## config.mk

```make
export PLATFORM = sky130hd
export DESIGN_NAME = dbx_seq_ctrl
export DESIGN_NICKNAME = d
export VERILOG_FILES = /design/src/rtl/ebpc_pkg.sv /design/src/rtl/dbx_compressor.sv /design/src/rtl/dbx_seq_ctrl.sv
export SDC_FILE = /design/constraint.sdc
export NUM_CORES = 1
export LEC_CHECK = 0
export ABC_AREA = 1
export CORE_AREA = 2 2 109 111
export CTS_BUF_LIST = sky130_fd_sc_hd__clkbuf_4 sky130_fd_sc_hd__clkbuf_8 sky130_fd_sc_hd__clkbuf_16
export CTS_CLUSTER_SIZE = 12
export DETAILED_ROUTE_END_ITERATION = 16
export DIE_AREA = 0 0 111 113
export PLACE_DENSITY = 0.81
export RECOVER_POWER = 100
export SKIP_CTS_REPAIR_TIMING = 1
export SKIP_LAST_GASP = 1
export SYNTH_ARGS = -nofsm -noshare
export SYNTH_HDL_FRONTEND = slang
export SYNTH_SLANG_ARGS = --single-unit
export TNS_END_PERCENT = 50
```

## constraint.sdc

```tcl
create_clock -name clk_i -period 12.5 [get_ports clk_i]
set_input_delay 2.5 -clock clk_i [delete_from_list [all_inputs] [get_ports clk_i]]
set_output_delay 2.5 -clock clk_i [all_outputs]
set_load 0.01 [all_outputs]
```

## src/rtl/ebpc_pkg.sv

```systemverilog
// Shared types and constants for the bit-plane compression lane.
// Contents:
//   - block geometry (DATA_W, BLOCK_SIZE) and derived widths
//   - encoding_t: MSB-aligned code symbol with its length and a zero flag
//   - DBX and zero-run code prefixes with their lengths
//   - dbx_seq_state_e: sequencer state encoding
//   - msb_align(): places an LSB-justified code of a given length at the MSB end
package ebpc_pkg;

  localparam int unsigned DATA_W     = 8;
  localparam int unsigned BLOCK_SIZE = 8;
  localparam int unsigned PLANE_W    = BLOCK_SIZE - 1;
  localparam int unsigned SYMB_W     = 16;
  localparam int unsigned SYMB_LEN_W = $clog2(SYMB_W + 1);
  localparam int unsigned PCNT_W     = $clog2(DATA_W + 1);
  localparam int unsigned POS_W      = $clog2(PLANE_W);

  typedef logic [SYMB_LEN_W-1:0] symb_len_t;
  typedef logic [0:DATA_W][PLANE_W-1:0] dbp_block_t;

  typedef struct packed {
    logic [SYMB_W-1:0] symb;
    symb_len_t         len;
    logic              zero;
  } encoding_t;

  localparam logic [4:0] ALL_ONES_PREFIX   = 5'b00000;
  localparam logic [4:0] TWO_CONSEC_PREFIX = 5'b00010;
  localparam logic [4:0] SINGLE_ONE_PREFIX = 5'b00011;
  localparam logic       UNCOMP_PREFIX     = 1'b1;

  localparam symb_len_t ALL_ONES_LEN = symb_len_t'(5);
  localparam symb_len_t DBX_POS_LEN  = symb_len_t'(5 + POS_W);
  localparam symb_len_t UNCOMP_LEN   = symb_len_t'(BLOCK_SIZE);

  localparam logic [2:0] ZRL_SINGLE     = 3'b001;
  localparam logic [1:0] ZRL_PREFIX     = 2'b01;
  localparam symb_len_t  ZRL_SINGLE_LEN = symb_len_t'(3);
  localparam symb_len_t  ZRL_PREFIX_LEN = symb_len_t'(2);

  typedef enum logic [1:0] {
    DBX_SEQ_IDLE,
    DBX_SEQ_ENCODE,
    DBX_SEQ_FLUSH_ZR
  } dbx_seq_state_e;

  function automatic encoding_t msb_align(input logic [SYMB_W-1:0] val, input symb_len_t len);
    encoding_t e;
    e.symb = val << (SYMB_W - int'(len));
    e.len  = len;
    e.zero = 1'b0;
    return e;
  endfunction

endpackage

```

## src/rtl/dbx_compressor.sv

```systemverilog
// Combinational DBX encoder for one plane of a registered block.
// DBX of plane i is plane i XOR plane i+1; the last plane is passed as-is.
// Ports:
//   dbp_i     : full block of delta bit-planes
//   dbp_cnt_i : plane index to encode (0..DATA_W)
//   symb_o    : code symbol; .zero set when the DBX is all zero
module dbx_compressor
  import ebpc_pkg::*;
(
  input  dbp_block_t        dbp_i,
  input  logic [PCNT_W-1:0] dbp_cnt_i,
  output encoding_t         symb_o
);

  logic [PLANE_W-1:0] dbx_all [DATA_W+1];
  logic [PLANE_W-1:0] dbx;
  logic [PLANE_W-1:0] pair;
  logic [POS_W-1:0]   one_pos;
  logic [POS_W-1:0]   pair_pos;
  int                 ones;

  always_comb begin
    for (int i = 0; i < DATA_W; i++) dbx_all[i] = dbp_i[i] ^ dbp_i[i+1];
    dbx_all[DATA_W] = dbp_i[DATA_W];
  end

  always_comb begin
    dbx = '0;
    for (int i = 0; i <= DATA_W; i++)
      if (dbp_cnt_i == PCNT_W'(i)) dbx = dbx_all[i];
  end

  // a set bit in pair marks the lower bit of two adjacent ones
  assign pair = dbx & (dbx >> 1);

  // positions are counted from the MSB of the plane
  always_comb begin
    ones     = 0;
    one_pos  = '0;
    pair_pos = '0;
    for (int i = 0; i < PLANE_W; i++) begin
      if (dbx[i]) begin
        ones    = ones + 1;
        one_pos = POS_W'(PLANE_W - 1 - i);
      end
    end
    for (int i = 0; i < PLANE_W - 1; i++)
      if (pair[i]) pair_pos = POS_W'(PLANE_W - 2 - i);
  end

  always_comb begin
    symb_o = msb_align(SYMB_W'({UNCOMP_PREFIX, dbx}), UNCOMP_LEN);
    if (dbx == '0) begin
      symb_o      = '0;
      symb_o.zero = 1'b1;
    end else if (&dbx) begin
      symb_o = msb_align(SYMB_W'(ALL_ONES_PREFIX), ALL_ONES_LEN);
    end else if (ones == 1) begin
      symb_o = msb_align(SYMB_W'({SINGLE_ONE_PREFIX, one_pos}), DBX_POS_LEN);
    end else if (ones == 2 && pair != '0) begin
      symb_o = msb_align(SYMB_W'({TWO_CONSEC_PREFIX, pair_pos}), DBX_POS_LEN);
    end
  end

endmodule

```

## src/rtl/dbx_seq_ctrl.sv

```systemverilog
// Sequencer for one bit-plane compression lane: accepts a block, walks its
// planes 0..DATA_W through dbx_compressor, run-length encodes zero DBX
// symbols and drives a registered valid/ready symbol stream.
// Optional macro EBPC_SYMB_LAST_EN adds last_o (final symbol of a block).
// Ports:
//   clk_i, rst_ni             : clock, async active-low reset
//   dbp_i/dbp_valid_i/dbp_ready_o : block input handshake
//   symb_o/symb_valid_o/symb_ready_i : symbol output handshake
//   last_o                    : (EBPC_SYMB_LAST_EN) last symbol of block
//   busy_o                    : block in progress
//
// state    | meaning
// IDLE     | waiting for a block, dbp_ready_o high
// ENCODE   | one plane per cycle, counting zero runs
// FLUSH_ZR | emit the run pending after the last plane
module dbx_seq_ctrl
  import ebpc_pkg::*;
#(
  parameter int unsigned MAX_ZRL = 33,
  parameter int unsigned ZRLE_W  = $clog2(MAX_ZRL - 1)
) (
  input  logic       clk_i,
  input  logic       rst_ni,
  input  dbp_block_t dbp_i,
  input  logic       dbp_valid_i,
  output logic       dbp_ready_o,
  output encoding_t  symb_o,
  output logic       symb_valid_o,
  input  logic       symb_ready_i,
`ifdef EBPC_SYMB_LAST_EN
  output logic       last_o,
`endif
  output logic       busy_o
);

  localparam int unsigned       ZRL_W      = $clog2(MAX_ZRL + 1);
  localparam logic [ZRL_W-1:0]  ZRL_MAX_M1 = ZRL_W'(MAX_ZRL - 1);
  localparam logic [PCNT_W-1:0] PCNT_LAST  = PCNT_W'(DATA_W);

  dbx_seq_state_e    state_q, state_d;
  dbp_block_t        dbp_q;
  logic [PCNT_W-1:0] pcnt_q, pcnt_d;
  logic [ZRL_W-1:0]  zrl_q, zrl_d;
  encoding_t         cmp_symb, emit_symb;
  logic              emit, blk_load, load_ok, advance, last_plane;

  // k-2 fits in ZRLE_W bits, so shifting the prefix up leaves room without masking
  function automatic encoding_t run_symb(input logic [ZRL_W-1:0] k);
    logic [SYMB_W-1:0] v;
    v = (SYMB_W'(ZRL_PREFIX) << ZRLE_W) | SYMB_W'(k - ZRL_W'(2));
    if (k == ZRL_W'(1)) return msb_align(SYMB_W'(ZRL_SINGLE), ZRL_SINGLE_LEN);
    return msb_align(v, symb_len_t'(int'(ZRL_PREFIX_LEN) + ZRLE_W));
  endfunction

  dbx_compressor u_cmp (
    .dbp_i    (dbp_q),
    .dbp_cnt_i(pcnt_q),
    .symb_o   (cmp_symb)
  );

  assign load_ok     = !symb_valid_o || symb_ready_i;
  assign last_plane  = (pcnt_q == PCNT_LAST);
  assign dbp_ready_o = (state_q == DBX_SEQ_IDLE);
  assign busy_o      = (state_q != DBX_SEQ_IDLE);

  always_comb begin
    state_d   = state_q;
    pcnt_d    = pcnt_q;
    zrl_d     = zrl_q;
    emit      = 1'b0;
    emit_symb = cmp_symb;
    blk_load  = 1'b0;
    advance   = 1'b0;
    case (state_q)
      DBX_SEQ_IDLE: begin
        if (dbp_valid_i) begin
          blk_load = 1'b1;
          pcnt_d   = '0;
          zrl_d    = '0;
          state_d  = DBX_SEQ_ENCODE;
        end
      end
      DBX_SEQ_ENCODE: begin
        if (cmp_symb.zero) begin
          if (zrl_q == ZRL_MAX_M1) begin
            emit      = 1'b1;
            emit_symb = run_symb(ZRL_W'(MAX_ZRL));
            if (load_ok) begin
              zrl_d   = '0;
              advance = 1'b1;
            end
          end else begin
            zrl_d   = zrl_q + 1'b1;
            advance = 1'b1;
          end
        end else if (zrl_q != '0) begin
          // close the run first; this plane is re-evaluated next cycle
          emit      = 1'b1;
          emit_symb = run_symb(zrl_q);
          if (load_ok) zrl_d = '0;
        end else begin
          emit = 1'b1;
          if (load_ok) advance = 1'b1;
        end
        if (advance) begin
          if (last_plane) state_d = (zrl_d != '0) ? DBX_SEQ_FLUSH_ZR : DBX_SEQ_IDLE;
          else            pcnt_d  = pcnt_q + 1'b1;
        end
      end
      DBX_SEQ_FLUSH_ZR: begin
        emit      = 1'b1;
        emit_symb = run_symb(zrl_q);
        if (load_ok) begin
          zrl_d   = '0;
          state_d = DBX_SEQ_IDLE;
        end
      end
      default: state_d = DBX_SEQ_IDLE;
    endcase
  end

  always_ff @(posedge clk_i or negedge rst_ni) begin
    if (!rst_ni) begin
      state_q <= DBX_SEQ_IDLE;
      dbp_q   <= '0;
      pcnt_q  <= '0;
      zrl_q   <= '0;
    end else begin
      state_q <= state_d;
      pcnt_q  <= pcnt_d;
      zrl_q   <= zrl_d;
      if (blk_load) dbp_q <= dbp_i;
    end
  end

  always_ff @(posedge clk_i or negedge rst_ni) begin
    if (!rst_ni) begin
      symb_o       <= '0;
      symb_valid_o <= 1'b0;
    end else if (emit && load_ok) begin
      symb_o       <= emit_symb;
      symb_valid_o <= 1'b1;
    end else if (symb_ready_i) begin
      symb_valid_o <= 1'b0;
    end
  end

`ifdef EBPC_SYMB_LAST_EN
  logic emit_last;

  // only meaningful when emit is set: FLUSH_ZR, or the last plane's own
  // symbol / a full run closing on the last plane
  assign emit_last = (state_q == DBX_SEQ_FLUSH_ZR) ||
                     (last_plane && (cmp_symb.zero || zrl_q == '0));

  always_ff @(posedge clk_i or negedge rst_ni) begin
    if (!rst_ni)               last_o <= 1'b0;
    else if (emit && load_ok)  last_o <= emit_last;
  end
`endif

endmodule

```

==> impl_results.html, run 1 <==
<table>
<tr><th>Metric</th><th>Value</th></tr>
<tr><th colspan="2">Placement</th></tr>
<tr><td>I/O Buffers</td><td>82</td></tr>
<tr><td>Final weighted congestion of routability-driven global placement</td><td>0.963</td></tr>
<tr><td>Post-Place Worst Slack</td><td>6840 ps</td></tr>
<tr><td>Detail Placement HPWL</td><td>11.4 mm</td></tr>
<tr><td>Cells after DPL</td><td>1099</td></tr>
<tr><th colspan="2">Yosys</th></tr>
<tr><td>Part of the Yosys area used for sequential elements</td><td>0.356</td></tr>
<tr><td>Async S/R FF share, synth</td><td>1.00</td></tr>
<tr><td>Number of warnings issued by yosys</td><td>0</td></tr>
<tr><td>Cell type contributing the most total cell area after synthesis</td><td>dfrtp_1</td></tr>
<tr><td>Average size of a mapped cell</td><td>6.98 um2</td></tr>
<tr><td>Portion of synthesized cell area occupied by the leading cell type</td><td>0.356</td></tr>
<tr><td>Primary flip-flop cell chosen by synthesis mapping</td><td>dfrtp_1</td></tr>
<tr><td>Post-Synthesis Cell Area</td><td>6260 um2</td></tr>
<tr><td>Number of register bits inferred by synthesis</td><td>89</td></tr>
<tr><td>Top-count cell post-synth</td><td>nand2_1</td></tr>
<tr><td>Dominant cells by area after synthesis</td><td>dfrtp_1 (36%), nand2_1 (18%), inv_1 (5.8%)</td></tr>
<tr><td>Synthesized netlist cell count</td><td>896</td></tr>
<tr><td>Commonest cells in the netlist</td><td>nand2_1 (292), inv_1 (97), dfrtp_1 (89), o21ai_0 (56), nor2_1 (55)</td></tr>
<tr><td>Count of cell types in the netlist</td><td>42</td></tr>
<tr><td>EDFF count, synth</td><td>0</td></tr>
<tr><th colspan="2">Global route</th></tr>
<tr><td>Final global-route overflow total</td><td>0</td></tr>
<tr><td>Via count of the first global-routing pass</td><td>5672</td></tr>
<tr><td>First-pass GRT wire length</td><td>26.9 mm</td></tr>
<tr><td>Maximum number of pins on one net before global-route repair</td><td>86</td></tr>
<tr><td>GRT Total Usage</td><td>0.263</td></tr>
<tr><td>Antenna violations before repair</td><td>0</td></tr>
<tr><th colspan="2">Route</th></tr>
<tr><td>Final Routed Wirelength</td><td>15.6 mm</td></tr>
<tr><td>Detail Route Antenna Nets</td><td>0</td></tr>
<tr><td>Via-per-instance ratio</td><td>5.25</td></tr>
<tr><td>Via count</td><td>5851</td></tr>
<tr><td>DRC Markers</td><td>0</td></tr>
<tr><td>DRT Pass-1 Iters</td><td>5</td></tr>
<tr><td>Number of design-rule violations left by the first detailed-router iteration</td><td>374</td></tr>
<tr><td>Average wire length per cell after detail routing</td><td>14.0 um</td></tr>
<tr><th colspan="2">Floorplan</th></tr>
<tr><td>Area of the die</td><td>12500 um2</td></tr>
<tr><td>Total core area</td><td>11300 um2</td></tr>
<tr><td>Number of ports placed on the die boundary</td><td>92</td></tr>
<tr><td>Starting Density</td><td>0.555</td></tr>
<tr><td>Die Ht</td><td>113 um</td></tr>
<tr><td>Chip width</td><td>111 um</td></tr>
<tr><td>Number of placement rows</td><td>39</td></tr>
<tr><th colspan="2">STA</th></tr>
<tr><td>Number of pins exceeding their max-slew limit in the final report</td><td>222</td></tr>
<tr><td>Clock skew</td><td>7.48 ps</td></tr>
<tr><td>Max Fclk</td><td>154 MHz</td></tr>
<tr><td>Hold violation count in the final report</td><td>0</td></tr>
<tr><td>Final min period</td><td>6500 ps</td></tr>
<tr><td>Transition at the pin with the smallest max-transition slack</td><td>3080 ps</td></tr>
<tr><td>Sum of negative setup slack</td><td>0 ps</td></tr>
<tr><td>Unrepaired setup endpoints after global routing</td><td>false</td></tr>
<tr><td># setup viols final</td><td>0</td></tr>
<tr><td>Final Worst Setup Slack</td><td>6000 ps</td></tr>
<tr><td>Relative slew margins</td><td>-1.05</td></tr>
<tr><td>Fraction of the cycle the final worst path needs</td><td>0.520</td></tr>
<tr><th colspan="2">Flow run</th></tr>
<tr><td># Max-Cap Violations</td><td>4</td></tr>
<tr><th colspan="2">Layout</th></tr>
<tr><td>Final std cells w/o fill</td><td>1115</td></tr>
<tr><td>Nets</td><td>1054</td></tr>
<tr><td>Area added between synthesis and finish</td><td>18.1%</td></tr>
<tr><td>Fraction of final layout cells with drive strength greater than 1</td><td>0.0689</td></tr>
<tr><td>Number of filler instances in the final layout</td><td>1004</td></tr>
<tr><td>Combined area of the multi-input logic cells</td><td>3450 um2</td></tr>
<tr><td>Sequential cell area</td><td>2230 um2</td></tr>
<tr><td>Inserted Diodes</td><td>0</td></tr>
<tr><th colspan="2">Worst setup path</th></tr>
<tr><td>Worst path most repeated cell</td><td>clkbuf_1</td></tr>
<tr><td>Element type at the critical path start</td><td>input port</td></tr>
<tr><td>Delay of the slowest cell on the worst path</td><td>2180 ps</td></tr>
<tr><td>Worst Setup End Kind</td><td>register</td></tr>
<tr><td>Maximum fanout count along the critical path</td><td>85</td></tr>
<tr><td>Worst endpoint data arrival time</td><td>6600 ps</td></tr>
<tr><td>Required time of the critical path</td><td>12600 ps</td></tr>
<tr><td>Critical path start-end classification</td><td>input port to register</td></tr>
<tr><td>Critical Path, Cell by Cell</td><td>dlygate4sd3_1, nand2_1, clkbuf_1, clkinv_1, clkbuf_1, o21ai_0</td></tr>
<tr><td>Master of the slowest instance on the critical path</td><td>clkbuf_1</td></tr>
<tr><th colspan="2">Clock network</th></tr>
<tr><td>Clock tree from TritonCTS</td><td>built</td></tr>
<tr><td>Clock-pin slew on the worst setup and hold paths</td><td>60 ps</td></tr>
<tr><td>Root Buffer Master</td><td>clkbuf_16</td></tr>
<tr><td>Number of buffers on the longest clock path</td><td>2</td></tr>
<tr><td>Skew-Pair Late Insertion Delay</td><td>360 ps</td></tr>
<tr><td>Clock tree sinks</td><td>89</td></tr>
<tr><td>Number of H-tree levels</td><td>3</td></tr>
<tr><td>TritonCTS buffer count</td><td>9</td></tr>
<tr><th colspan="2">Status</th></tr>
<tr><td>Result of the run</td><td>finished with violations</td></tr>
<tr><td>Violations in the final reports</td><td>max-capacitance violations, max-slew violations</td></tr>
<tr><th colspan="2">Worst hold path</th></tr>
<tr><td>Classification of the worst-slack hold path</td><td>register to register</td></tr>
</table>
==> cells by family (layout without fill, tap and decap cells) <==
kind of cell,Yosys count,in the layout,synth area share
DFF,89,89,0.356
buffers and inverters,140,208,0.0920
AOI/OAI and AO/OA,144,144,0.129
other,1,9,0.000599
and+or+nand+nor,460,460,0.324
adders and majority gates,20,20,0.0400
xor gates and xnor gates,42,42,0.0588
==> layout make-up <==
type / count / area share
clock inverters: 7 / 0.0113
clock buffers: 9 / 0.0305
well taps: 143 / 0.0242
flip-flops and latches: 89 / 0.301
repair buffers: 85 / 0.112
multi-input cells: 675 / 0.466
inverters: 107 / 0.0544
==> stage by stage <==
| stage | area, um2 | utilization | hold slack [ps] |
|---|---|---|---|
| 2_1_floorplan | 6290 | - | 468 |
| 3_3_place_gp | 7130 | 0.633 | 462 |
| 3_5_place_dp | 7130 | 0.633 | 470 |
| 4_1_cts | 7440 | 0.660 | 484 |
| 5_1_grt | 7390 | 0.655 | 508 |
| 6_report | 7390 | 0.655 | 475 |
==> routing by layer <==
layer / global-route usage / vias up / share of wire
met4: 0.0800 / 0 / 0.017
met5: 0 / - / 0
met2: 0.398 / 216 / 0.44
li1: - / 2968 / -
met3: 0.0702 / 21 / 0.077
met1: 0.373 / 2646 / 0.46
==> state kept, by name (all words and copies together), names as in the netlist <==
register	flops
symb_o	13
symb_valid_o	1
zrl_q	6
dbp_q	63
pcnt_q	4
state_q	2
==> final timing paths <==
kind	from	to	slack, ps	depth (start not counted)
max	dbp_valid_i	dbp_q[10]$_DFFE_PN0P_	6000	6
min	symb_o[4]$_DFFE_PN0P_	symb_o[4]$_DFFE_PN0P_	470	1
max reg2reg	pcnt_q[1]$_DFFE_PN0P_	symb_o[18]$_DFFE_PN0P_	6340	40
min reg2reg	symb_o[4]$_DFFE_PN0P_	symb_o[4]$_DFFE_PN0P_	470	1
max in group asynchronous	rst_ni	pcnt_q[2]$_DFFE_PN0P_	6250	2
min in group asynchronous	rst_ni	dbp_q[40]$_DFFE_PN0P_	2640	1
==> worst max-delay path, delay by kind of cell <==
kind,cells,cell delay (ps)
AOI/OAI and AO/OA,1,280
and+or+nand+nor,1,70
buffers and inverters,4,3680
==> cell usage in the layout, fill, tap and decap left out, drive strengths merged, types with 2 or more instances in the layout <==
cell type / netlist / final
dlygate4sd3: 0 / 18
nand4: 8 / 8
or2: 10 / 10
xor2: 30 / 30
a32oi: 2 / 2
nor3: 3 / 3
dfrtp: 89 / 89
a31oi: 4 / 4
a2bb2oi: 2 / 2
nand3: 61 / 61
a21boi: 3 / 3
nand2: 309 / 309
nor2: 68 / 68
clkinv: 1 / 4
o22ai: 5 / 5
clkdlybuf4s50: 0 / 63
a21oi: 53 / 53
o211ai: 5 / 5
clkbuf: 18 / 13
o21ai: 66 / 66
xnor2: 12 / 12
ha: 20 / 20
conb: 1 / 9
a21o: 2 / 2
inv: 106 / 108
Power of run 1 is not shown: default switching activity piles up to over one toggle a cycle in this logic, so the estimate is an artifact.
==> inputs of run 2 (changes only) <==
- CORE_AREA: 2 2 109 111 -> 2 2 115 117
- DIE_AREA: 0 0 111 113 -> 0 0 117 119
- PLACE_DENSITY: 0.81 -> 0.77
- clock period: 12.5 -> 5.59 ns (I/O delays scaled with it)
==> impl_results.html, run 2 (synthesis gave the netlist of run 1 again) <==
<table>
<tr><th>Metric</th><th>Value</th></tr>
<tr><th colspan="2">Route</th></tr>
<tr><td>Final Routed Wirelength</td><td>16.0 mm (+2.6%)</td></tr>
<tr><td>DRT Pass-1 Iters</td><td>9 (+4)</td></tr>
<tr><td>Detail Route Antenna Nets</td><td>0 (unchanged)</td></tr>
<tr><td>Via count</td><td>5902 (+0.87%)</td></tr>
<tr><td>Number of design-rule violations left by the first detailed-router iteration</td><td>540 (+44%)</td></tr>
<tr><td>Average wire length per cell after detail routing</td><td>13.7 um (-1.7%)</td></tr>
<tr><td>DRC Markers</td><td>0 (unchanged)</td></tr>
<tr><td>Via-per-instance ratio</td><td>5.07 (-3.4%)</td></tr>
<tr><th colspan="2">Layout</th></tr>
<tr><td>Number of flip-flops under the largest register name</td><td>63 (unchanged)</td></tr>
<tr><td>Area added between synthesis and finish</td><td>23.2%</td></tr>
<tr><td>Most frequent cells in the layout</td><td>nand2_1 (286), inv_1 (92), dfrtp_1 (87), clkdlybuf4s50_1 (64), o21ai_0 (56)</td></tr>
<tr><td>Nets</td><td>1070 (+1.5%)</td></tr>
<tr><td>Top flop regs</td><td>dbp_q: 63 flops, symb_o: 13 flops, zrl_q: 6 flops</td></tr>
<tr><td>Largest register by flop count</td><td>dbp_q</td></tr>
<tr><td>Most frequent standard cell in the layout excluding fill and tap cells</td><td>nand2_1</td></tr>
<tr><td>Inserted Diodes</td><td>0 (unchanged)</td></tr>
<tr><td>Final core utilization</td><td>0.599 (-0.0565)</td></tr>
<tr><td>Fraction of final layout cells with drive strength greater than 1</td><td>0.116 (+0.0475)</td></tr>
<tr><th colspan="2">Worst setup path</th></tr>
<tr><td>Startpoint of the most critical register-to-register path</td><td>pcnt_q[0]$_DFFE_PN0P_</td></tr>
<tr><td>Crit path buffers/inverters</td><td>6 (+2)</td></tr>
<tr><td>Delay of the slowest cell on the worst path</td><td>470 ps (-1710 ps)</td></tr>
<tr><td>Element type at the critical path start</td><td>register</td></tr>
<tr><td>Worst Reg-to-Reg Cells</td><td>37 (-7.5%)</td></tr>
<tr><td>R2R Path End</td><td>symb_o[19]$_DFFE_PN0P_</td></tr>
<tr><td>Worst path top cell family by delay</td><td>simple AND/OR/NAND/NOR gates</td></tr>
<tr><td>Master of the slowest instance on the critical path</td><td>dfrtp_2</td></tr>
<tr><td>Worst Setup End Kind</td><td>register</td></tr>
<tr><td>Worst endpoint data arrival time</td><td>5510 ps (-1090 ps)</td></tr>
<tr><td>Register-to-register setup slack</td><td>370 ps (-5970 ps)</td></tr>
<tr><td>Maximum fanout count along the critical path</td><td>8 (-91%)</td></tr>
<tr><td>Worst path most repeated cell</td><td>nand2_1</td></tr>
<tr><td>Critical path start-end classification</td><td>register to register</td></tr>
<tr><td>Required time of the critical path</td><td>5880 ps (-6720 ps)</td></tr>
<tr><th colspan="2">STA</th></tr>
<tr><td>Fraction of the cycle the final worst path needs</td><td>0.933</td></tr>
<tr><td>Hold violation count in the final report</td><td>0 (unchanged)</td></tr>
<tr><td>Number of pins exceeding their max-slew limit in the final report</td><td>86 (-61%)</td></tr>
<tr><td>Max Fclk</td><td>192 MHz</td></tr>
<tr><td>Relative slew margins</td><td>-0.488 (+0.562)</td></tr>
<tr><td>Clock skew</td><td>9.32 ps (+1.84 ps)</td></tr>
<tr><td>Final min period</td><td>5220 ps</td></tr>
<tr><td>Final Worst Setup Slack</td><td>373 ps (-5630 ps)</td></tr>
<tr><td>Transition at the pin with the smallest max-transition slack</td><td>2230 ps (-844 ps)</td></tr>
<tr><td># setup viols final</td><td>0 (unchanged)</td></tr>
<tr><th colspan="2">Floorplan</th></tr>
<tr><td>Total core area</td><td>12900 um2 (+14%)</td></tr>
<tr><td>Number of placement rows</td><td>42 (+7.7%)</td></tr>
<tr><td>Number of ports placed on the die boundary</td><td>92 (unchanged)</td></tr>
<tr><td>Die Ht</td><td>119 um (+5.3%)</td></tr>
<tr><td>Starting Density</td><td>0.486 (-0.0691)</td></tr>
<tr><td>Chip width</td><td>117 um (+5.4%)</td></tr>
<tr><td>Area of the die</td><td>13900 um2 (+11%)</td></tr>
<tr><th colspan="2">Flow run</th></tr>
<tr><td># Max-Cap Violations</td><td>2 (-2)</td></tr>
<tr><th colspan="2">Global route</th></tr>
<tr><td>Antenna violations before repair</td><td>0 (unchanged)</td></tr>
<tr><td>GRT Total Usage</td><td>0.238 (-0.0252)</td></tr>
<tr><td>Maximum number of pins on one net before global-route repair</td><td>61 (-29%)</td></tr>
<tr><td>Via count of the first global-routing pass</td><td>5451 (-3.9%)</td></tr>
<tr><td>First-pass GRT wire length</td><td>26.3 mm (-2.2%)</td></tr>
<tr><td>Final global-route overflow total</td><td>0 (unchanged)</td></tr>
<tr><th colspan="2">Clock network</th></tr>
<tr><td>Number of H-tree levels</td><td>3 (unchanged)</td></tr>
<tr><td>Root Buffer Master</td><td>clkbuf_16</td></tr>
<tr><td>Clock tree from TritonCTS</td><td>built</td></tr>
<tr><td>Number of buffers on the longest clock path</td><td>2 (unchanged)</td></tr>
<tr><td>Clock tree sinks</td><td>89 (unchanged)</td></tr>
<tr><td>Clock-pin slew on the worst setup and hold paths</td><td>70 ps (about the same)</td></tr>
<tr><td>TritonCTS buffer count</td><td>9 (unchanged)</td></tr>
<tr><td>Skew-Pair Late Insertion Delay</td><td>360 ps (about the same)</td></tr>
<tr><th colspan="2">Worst hold path</th></tr>
<tr><td>Classification of the worst-slack hold path</td><td>register to register</td></tr>
<tr><td>Hold Path Depth</td><td>2 (+1)</td></tr>
<tr><td>Hold wc startpoint</td><td>symb_o[0]$_DFFE_PN0P_</td></tr>
<tr><td>Hold Path End</td><td>symb_o[0]$_DFFE_PN0P_</td></tr>
<tr><th colspan="2">Placement</th></tr>
<tr><td>Post-Place Worst Slack</td><td>-34.8 ps (-6880 ps)</td></tr>
<tr><td>I/O Buffers</td><td>82 (unchanged)</td></tr>
<tr><td>Detail Placement HPWL</td><td>11.8 mm (+3.1%)</td></tr>
<tr><td>Final weighted congestion of routability-driven global placement</td><td>0.918 (-4.7%)</td></tr>
<tr><th colspan="2">Status</th></tr>
<tr><td>Violations in the final reports</td><td>max-capacitance violations, max-slew violations</td></tr>
<tr><td>Result of the run</td><td>finished with violations</td></tr>
</table>
## run 2: cell count changes in the layout (fill, tap and decap cells not counted), sizes merged
cell	before	now
buf	0	16
clkdlybuf4s50	63	64
clkinvlp	1	0
bufinv	1	2
clkinv	4	3
inv	108	109
dlygate4sd3	18	17
## run 2: cell type report
class / count / area, um2
fillers: 1194 / 5160
multi-input cells: 675 / 3570
flip-flops and latches: 89 / 2230
repair buffers: 101 / 952
inverters: 107 / 407
clock buffers: 9 / 225
well taps: 176 / 220
clock inverters: 7 / 109
## run 2: worst max-delay path by stage
stage	slack, ps	to	start	cells after the start
6_report	370	symb_o[19]$_DFFE_PN0P_	pcnt_q[0]$_DFFE_PN0P_	37
5_1_grt	-7	symb_o[15]$_DFFE_PN0P_	pcnt_q[0]$_DFFE_PN0P_	42
4_1_cts	-60	symb_o[18]$_DFFE_PN0P_	pcnt_q[1]$_DFFE_PN0P_	40
3_5_place_dp	-30	symb_o[18]$_DFFE_PN0P_	pcnt_q[1]$_DFFE_PN0P_	40
3_3_place_gp	280	symb_o[18]$_DFFE_PN0P_	pcnt_q[1]$_DFFE_PN0P_	40
2_1_floorplan	470	symb_o[18]$_DFFE_PN0P_	pcnt_q[1]$_DFFE_PN0P_	40
## run 2: worst reg2reg max path: cells and delay by family (launching register included)
| family | cells | cell delay, ps |
|---|---|---|
| AOI/OAI and AO/OA | 4 | 650 |
| adders and majority gates | 6 | 1460 |
| buffers and inverters | 6 | 530 |
| DFF | 1 | 470 |
| and+or+nand+nor | 21 | 2020 |
## run 2: metal layers
layer,part of all wire,vias up,global-route usage,wire [um]
li1,-,3001,-,-
met1,0.47,2694,0.357,7540
met2,0.46,187,0.366,7330
met3,0.056,20,0.0239,891
met4,0.015,0,0.0676,233
met5,0,-,0,0
## run 2: per-stage QoR
| stage | instance area [um2] | cells | TNS (ps) | hold WS, ps |
|---|---|---|---|---|
| global placement | 7220 | 1138 | 0 | 468 |
| CTS | 7550 | 1154 | -144 | 485 |
| floorplan | 6290 | 904 | 0 | 468 |
| detailed placement | 7220 | 1138 | -34.9 | 467 |
| global route | 7710 | 1164 | -7.38 | 520 |
| finish | 7710 | 1164 | 0 | 481 |
Power of run 2 is left out for the same reason.
